===== src/rtl/instruction_fetch.sv =====
// MIPS instruction fetch stage: program counter, IF/ID pipeline register and the
// instruction-memory program-load path.
module instruction_fetch #(
  parameter logic [31:0] RESET_PC = 32'h0000_0000,
  parameter int unsigned ADDR_W   = 10
) (
  input  logic              clk,
  input  logic              rst_n,
  input  logic              load_start,
  input  logic              load_valid,
  input  logic              load_last,
  input  logic [31:0]       load_data,
  output logic              load_ready,
  output logic              load_err,
  input  logic              run_en,
  input  logic              stall,
  input  logic              redirect_valid,
  input  logic [31:0]       redirect_pc,
  output logic [ADDR_W-1:0] imem_addr,
  output logic              imem_we,
  output logic [31:0]       imem_wdata,
  output logic              imem_wdata_oe,
  input  logic [31:0]       imem_rdata,
  output logic [31:0]       pc,
  output logic [31:0]       ifid_instr,
  output logic [31:0]       ifid_pc4,
  output logic              ifid_valid,
  output logic [1:0]        state
);

  typedef enum logic [1:0] {
    StIdle = 2'b00,
    StLoad = 2'b01,
    StRun  = 2'b10
  } state_e;

  localparam logic [ADDR_W-1:0] PtrMax = '1;

  state_e            state_q, state_d;
  logic [ADDR_W-1:0] ptr_q, ptr_d;
  logic              err_q, err_d;
  logic [31:0]       pc_q, pc_d;
  logic [31:0]       instr_q, instr_d;
  logic [31:0]       pc4_q, pc4_d;
  logic              valid_q, valid_d;

  always_ff @(posedge clk or negedge rst_n) begin
    if (!rst_n) begin
      state_q <= StIdle;
      ptr_q   <= '0;
      err_q   <= 1'b0;
      pc_q    <= RESET_PC;
      instr_q <= 32'h0;
      pc4_q   <= 32'h0;
      valid_q <= 1'b0;
    end else begin
      state_q <= state_d;
      ptr_q   <= ptr_d;
      err_q   <= err_d;
      pc_q    <= pc_d;
      instr_q <= instr_d;
      pc4_q   <= pc4_d;
      valid_q <= valid_d;
    end
  end

  always_comb begin
    state_d = state_q;
    ptr_d   = ptr_q;
    err_d   = err_q;
    pc_d    = pc_q;
    instr_d = instr_q;
    pc4_d   = pc4_q;
    valid_d = valid_q;
    unique case (state_q)
      StIdle: begin
        if (load_start) begin
          state_d = StLoad;
          ptr_d   = '0;
          err_d   = 1'b0;
        end else if (run_en) begin
          state_d = StRun;
        end
      end
      StLoad: begin
        if (load_valid) begin
          if (load_last) begin
            state_d = StIdle;
          end else if (ptr_q == PtrMax) begin
            // Last word still lands; pointer is left at the top rather than wrapping.
            err_d   = 1'b1;
            state_d = StIdle;
          end else begin
            ptr_d = ptr_q + 1'b1;
          end
        end
      end
      StRun: begin
        if (!run_en) begin
          state_d = StIdle;
          valid_d = 1'b0;
        end else if (redirect_valid) begin
          pc_d    = {redirect_pc[31:2], 2'b00};
          instr_d = 32'h0;
          valid_d = 1'b0;
        end else if (!stall) begin
          instr_d = imem_rdata;
          pc4_d   = pc_q + 32'd4;
          valid_d = 1'b1;
          pc_d    = pc_q + 32'd4;
        end
      end
      default: state_d = StIdle;
    endcase
  end

  assign load_ready    = (state_q == StLoad);
  assign imem_we       = load_ready & load_valid;
  assign imem_wdata_oe = imem_we;
  assign imem_wdata    = load_data;
  assign imem_addr     = load_ready ? ptr_q : pc_q[ADDR_W+1:2];

  assign load_err   = err_q;
  assign pc         = pc_q;
  assign ifid_instr = instr_q;
  assign ifid_pc4   = pc4_q;
  assign ifid_valid = valid_q;
  assign state      = state_q;

endmodule


===== config.mk =====
export PLATFORM = sky130hd
export DESIGN_NAME = instruction_fetch
export DESIGN_NICKNAME = d
export VERILOG_FILES = /design/src/rtl/instruction_fetch.sv
export SDC_FILE = /design/constraint.sdc
export NUM_CORES = 1
export LEC_CHECK = 0
export CORE_ASPECT_RATIO = 1.25
export CORE_UTILIZATION = 40
export CTS_CLUSTER_DIAMETER = 50
export DETAILED_ROUTE_END_ITERATION = 8
export PLACE_DENSITY = 0.89
export SLEW_MARGIN = 20
export SYNTH_ARGS = -nofsm -noshare
export SYNTH_HDL_FRONTEND = slang
export SYNTH_SLANG_ARGS = --single-unit

===== constraint.sdc =====
create_clock -name clk -period 2.98 [get_ports clk]
set_clock_uncertainty 0.15 [all_clocks]
set_input_delay 0.596 -clock clk [delete_from_list [all_inputs] [get_ports clk]]
set_output_delay 0.596 -clock clk [all_outputs]
set_load 0.01 [all_outputs]

==> results of run 1 <==
==> layout make-up <==
class,instances,area (um2)
timing repair buffer,200,1980
sequential,106,2650
inverter,13,48.8
clock inverter,7,46.3
multi-input combinational,410,2530
clock buffer,9,225
tap,175,219
fill,1237,6110
==> cells in the final DEF (no fill, tap or decap), types with 15 or more instances in the layout <==
master	count
o211ai_1	19
clkdlybuf4s50_1	176
nor2_1	22
or4_1	16
nand2_1	69
buf_4	20
dfrtp_1	106
nand3_1	43
a21oi_1	25
o21ai_0	32
and3_1	15
a22o_1	32
==> power by group through the flow <==
| stage | clock (mW) | combinational, mW | sequential [mW] |
|---|---|---|---|
| 3_5_place_dp | 0 | 1.72 | 2.02 |
| 3_3_place_gp | 0 | 1.69 | 2.01 |
| 2_1_floorplan | 0 | 0.721 | 2.07 |
| 5_1_grt | 1.19 | 1.87 | 2.04 |
| 6_report | 1.12 | 1.72 | 2.00 |
| 4_1_cts | 1.14 | 1.73 | 2.00 |
==> state kept, by name (all words and copies together), names as in the netlist <==
| register | count |
|---|---|
| load_err | 1 |
| pc | 30 |
| state | 2 |
| ifid_pc4 | 30 |
| ptr_q | 10 |
| ifid_instr | 32 |
| ifid_valid | 1 |
==> per-layer routing <==
| layer | track usage (%) | vias to the layer above |
|---|---|---|
| met5 | 0 | - |
| met2 | 36.0 | 206 |
| met3 | 2.79 | 43 |
| met4 | 10.6 | 0 |
| li1 | - | 2483 |
| met1 | 30.1 | 2585 |
==> final timing paths <==
path | endpoint | startpoint | slack (ns)
worst max-delay path | imem_we | state[1]$_DFFE_PN0P_ | 0.30
worst min-delay path | ifid_pc4[20]$_DFFE_PN0P_ | rst_n | 0.007
worst max register to register | pc[28]$_DFFE_PN0P_ | pc[3]$_DFFE_PN0P_ | 0.42
worst min register to register | ifid_pc4[10]$_DFFE_PN0P_ | ifid_pc4[10]$_DFFE_PN0P_ | 0.34
max in group asynchronous | pc[4]$_DFFE_PN0P_ | rst_n | 2.00
min in group clk | ifid_pc4[10]$_DFFE_PN0P_ | ifid_pc4[10]$_DFFE_PN0P_ | 0.34
==> cell families after synthesis <==
kind of cell / Yosys count / synth area share (%)
AO/OA/AOI/OAI: 169 / 21.0
other: 1 / 0.0661
flip-flops: 106 / 46.7
AND/OR/NAND/NOR: 222 / 20.5
XOR/XNOR: 11 / 1.70
adder cells (fa/ha/maj): 2 / 0.441
multiplexers: 2 / 0.353
buffers and inverters: 99 / 9.24
==> cells in the mapped netlist, drive strengths merged (3+ instances only) <==
library cell and count:
nor3 10, a21o 3, o21ai 33, nor2 23
nand4 14, o211ai 19, clkbuf 43, and4 3
or3 7, a21oi 25, and3 15, o31ai 6
nand3 44, dfrtp 106, inv 13, nand2b 3
a22o 32, buf 43, nor4 3, a22oi 6
or4 18, o2bb2ai 5, nand2 69, a31oi 10
and2 3, o311ai 12, xnor2 9, a41oi 4
==> impl_metrics.ini, run 1 <==
[floorplanning]
ios = 249
die_w_um = 109
rows = 48
dieArea_um2 = 14700
die_h_um = 135
core_area_um2 = 13800
initial_core_util_pct = 41.1

[place]
dp.cells = 904
dp_hpwl_mm = 11.6
place_ws_ns = 0.326
gp_congestion = 0.924
numPortBuffers = 178
place_area_um2 = 7430

[sta]
tightest_slew_ns = 0.787
slew_violations = 0
fin_crit_sh_pct = 90.0
setup_viol = 0
setup_slack_ns = 0.298
hold_viol_final = 0
finalCriticalPeriod_ns = 2.68
grt_setup_unrepaired = false
max_slew_margin_pct = 47.1
tns_ns = 0
whs_ns = 0.00663
fmax_mhz = 373

[worst_setup_path]
cp_top_family = buffers and inverters
path_depth = 4
path_cells = nand2b_1, inv_1, and2_1, clkdlybuf4s50_1
crit_buf_inv = 2
cp_data_arrival_time_ns = 1.94
crit_path_top_delay_cell = clkdlybuf4s50_1
crit_type = register to output port
cp.required_ns = 2.23
cp-start-kind = register
reg2regPathDepth = 5
cp_max_fo = 11
cp_slowest_stage_delay_ns = 0.55
critPathCaptureType = output port

[cts]
clockRootBuffer = clkbuf_16
hold_buffers = 0
clk_pin_slew_ns = 0.07
h-tree-depth = 3
clkLatencyLatePin_ns = 0.35
cts_tree = built
cts_buffers = 9
postCtsResizedCells = 0
post_cts_buffers = 0
clock_sinks = 106
clockBufferDepth = 2

[power]
power_density_nw_per_um2 = 629
swShare_pct = 33.5
fin_total_pwr_mw = 4.84
pwr-share-seq_pct = 41.4
clkPwrFrac_pct = 23.1
power_frac_comb_pct = 35.5
internal_power_mw = 3.22
irDropWorstVdd_uv = 341
cellLeakagePower_nw = 3.24
p_switching_mw = 1.62

[job]
max_cap_violations = 0

[synth]
synth_top_area_cell = dfrtp_1
synth_top_cell_area_share_pct = 46.7
yosys-top-cells-area = dfrtp_1, a22o_1, buf_4
synth-seq-cells = 106
yosysWarnings = 0
netlist_area_um2 = 5680
netlist_instances = 612
syn_avg_cell_area_um2 = 9.27
synth_edf_count = 0
async_flop_share_pct = 100
synthFlopType = dfrtp_1
synth_cell_types = 56
yosysSeqAreaShare_pct = 46.7

[detailed_routing]
wl_met3_um = 925
num_vias = 5317
dr_wl_met2_mm = 8.16
drt_iter0_markers = 354
top_layer = met4
drt_pass1_iterations = 4
wl_per_cell_um = 17.8
postRouteWirelength_mm = 16.4
drc_errors = 0
wl_met1_mm = 6.85
ant_nets = 0
via_per_inst = 5.78

[final_layout]
final_core_util_pct = 55.8
fin_nets = 846
diodes = 0
final_cells = 920
fin_area_um2 = 7700
syn2layout_area_growth_pct = 35.7
drive_above_1_share_pct = 6.85

[global_route]
grt_pass1_wl_mm = 25.7
grt_pass1_vias = 4855
track_usage_pct = 22.5
antenna_found_initial = 0
grt_max_degree = 58
gr-total-overflow = 0

[status]
status = finished, final reports clean

[worst_hold_path]
hold_class = primary input to asynchronous set/reset pin
Power figures use the tool's default switching activity.
==> run 2, diff against run 1 <==
--- a/config.mk
+++ b/config.mk
@@ -7,9 +7,8 @@
 export LEC_CHECK = 0
 export CORE_ASPECT_RATIO = 1.25
 export CORE_UTILIZATION = 40
-export CTS_CLUSTER_DIAMETER = 50
 export DETAILED_ROUTE_END_ITERATION = 8
-export PLACE_DENSITY = 0.89
+export PLACE_DENSITY = 0.78
 export SLEW_MARGIN = 20
 export SYNTH_ARGS = -nofsm -noshare
 export SYNTH_HDL_FRONTEND = slang
==> run 2 against run 1 <==
Largest cell class unchanged. Worst setup slack lost 0.12 ns. Non-clock buffer count rose by 2. Sequential share of layout area fell by 0.23 points. First-iteration DRC count shrank 13%. Wire length is 2.5% higher. Die area unchanged.
==> impl_metrics.ini, run 2 (synthesis results as in run 1) <==
[status]
status = finished, final reports clean

[worst_setup_path]
critPathCaptureType = output port
cp_max_fo = 11
r2r-end = pc[28]$_DFFE_PN0P_
reg2regPathDepth = 5
crit_type = register to output port
cp_data_arrival_time_ns = 2.06
r2r_slack_ns = 0.38
cp-start-kind = register
cp.required_ns = 2.23
timing.rr.start = pc[3]$_DFFE_PN0P_

[detailed_routing]
drc_errors = 0
num_vias = 5364
dr_wl_met2_mm = 8.58
ant_nets = 0
via_per_inst = 5.82
drt_pass1_iterations = 5
drt_iter0_markers = 307
wl_per_cell_um = 18.2
postRouteWirelength_mm = 16.8
wl_met1_mm = 6.85
top_layer = met4
wl_met3_um = 999

[cts]
clockBufferDepth = 2
post_cts_buffers = 0
hold_buffers = 0
cts_tree = built
cts_buffers = 9
clock_sinks = 106
clockRootBuffer = clkbuf_16
clkLatencyLatePin_ns = 0.34
h-tree-depth = 3
postCtsResizedCells = 0
clk_pin_slew_ns = 0.07

[sta]
fmax_mhz = 356
tns_ns = 0
slew_violations = 0
fin_crit_sh_pct = 94.2
grt_setup_unrepaired = false
max_slew_margin_pct = 58.5
finalCriticalPeriod_ns = 2.81
tightest_slew_ns = 0.623
hold_viol_final = 0
setup_viol = 0

[power]
swShare_pct = 31.8
power_frac_comb_pct = 33.9
internal_power_mw = 3.50
pwr-share-seq_pct = 38.8
clkPwrFrac_pct = 27.3
cellLeakagePower_nw = 3.28
irDropWorstVdd_uv = 356
p_switching_mw = 1.63
fin_total_pwr_mw = 5.13
power_density_nw_per_um2 = 661

[floorplanning]
core_area_um2 = 13800
initial_core_util_pct = 41.1
dieArea_um2 = 14700
rows = 48
die_w_um = 109
die_h_um = 135
ios = 249

[worst_hold_path]
hold_class = primary input to asynchronous set/reset pin

[final_layout]
fin_area_um2 = 7750
final_common_cell = clkdlybuf4s50_1
fin_nets = 848
fillers = 1253
syn2layout_area_growth_pct = 36.6
final_cell_mix = clkdlybuf4s50_1, dfrtp_1, nand2_1
largest_reg_flops = 32
diodes = 0
drive_above_1_share_pct = 6.96

[global_route]
grt_pass1_vias = 5044
track_usage_pct = 23.2
grt_max_degree = 47
gr-total-overflow = 0
antenna_found_initial = 0
grt_pass1_wl_mm = 26.4

[job]
max_cap_violations = 0

[place]
gp_congestion = 0.878
dp_hpwl_mm = 12.0
place_area_um2 = 7400
numPortBuffers = 178
[run 2: final cells by class]
type,count,area [um2],share of cell area (%)
clock buffers,10,239,3.08
clock inverters,6,111,1.44
inverters,13,48.8,0.629
multi-input cells,410,2530,32.6
flip-flops and latches,106,2650,34.2
well taps,175,219,2.82
repair buffers,202,1950,25.2
[run 2: worst max-delay path, stage by stage (launching register included)]
cell	delay, ns
dfrtp_1	0.46
nand2b_1	0.22
inv_1	0.28
nand2_1	0.08
o21ai_0	0.09
clkdlybuf4s50_1	0.58
[run 2: per-stage QoR]
stage	setup WS [ns]	utilization, %	hold WS, ns	instances
after floorplan	0.641	-	0.150	615
after global placement	0.384	53.6	0.311	906
after detailed placement	0.346	53.6	0.316	906
after CTS	0.157	56.1	0.126	922
after global routing	0.0460	56.1	0.145	922
final	0.174	56.1	0.104	922
[run 2: worst max-delay path by stage]
stage                    startpoint            endpoint  slack, ns  cells after the start
5_1_grt        state[1]$_DFFE_PN0P_        imem_addr[7]       0.05                      5
3_5_place_dp                 run_en  pc[15]$_DFFE_PN0P_       0.35                      7
4_1_cts        state[1]$_DFFE_PN0P_       imem_wdata_oe       0.16                      4
3_3_place_gp                 run_en  pc[21]$_DFFE_PN0P_       0.38                      7
2_1_floorplan    pc[10]$_DFFE_PN0P_  pc[29]$_DFFE_PN0P_       0.64                      6
6_report       state[1]$_DFFE_PN0P_        imem_addr[7]       0.17                      5
[run 2: metal layers]
metal / vias up / track usage [%]
met1: 2634 / 29.6
li1: 2493 / -
met3: 31 / 3.61
met2: 206 / 38.6
met5: - / 0
met4: 0 / 10.1
[run 2: power groups by stage]
| stage | clock network (mW) | registers [mW] | logic [mW] |
|---|---|---|---|
| floorplan | 0 | 2.07 | 0.721 |
| CTS | 1.41 | 1.99 | 1.75 |
| global route | 1.48 | 2.03 | 1.88 |
| finish | 1.40 | 1.99 | 1.74 |
| global placement | 0 | 2.00 | 1.70 |
| detailed placement | 0 | 2.01 | 1.74 |
==> run 3, diff against run 2 <==
--- a/config.mk
+++ b/config.mk
@@ -7,6 +7,7 @@
 export LEC_CHECK = 0
 export CORE_ASPECT_RATIO = 1.25
 export CORE_UTILIZATION = 40
+export CTS_CLUSTER_SIZE = 8
 export DETAILED_ROUTE_END_ITERATION = 8
 export PLACE_DENSITY = 0.78
 export SLEW_MARGIN = 20
==> results of run 3 <==
Final layout, timing and power as in run 2 (identical DEF).
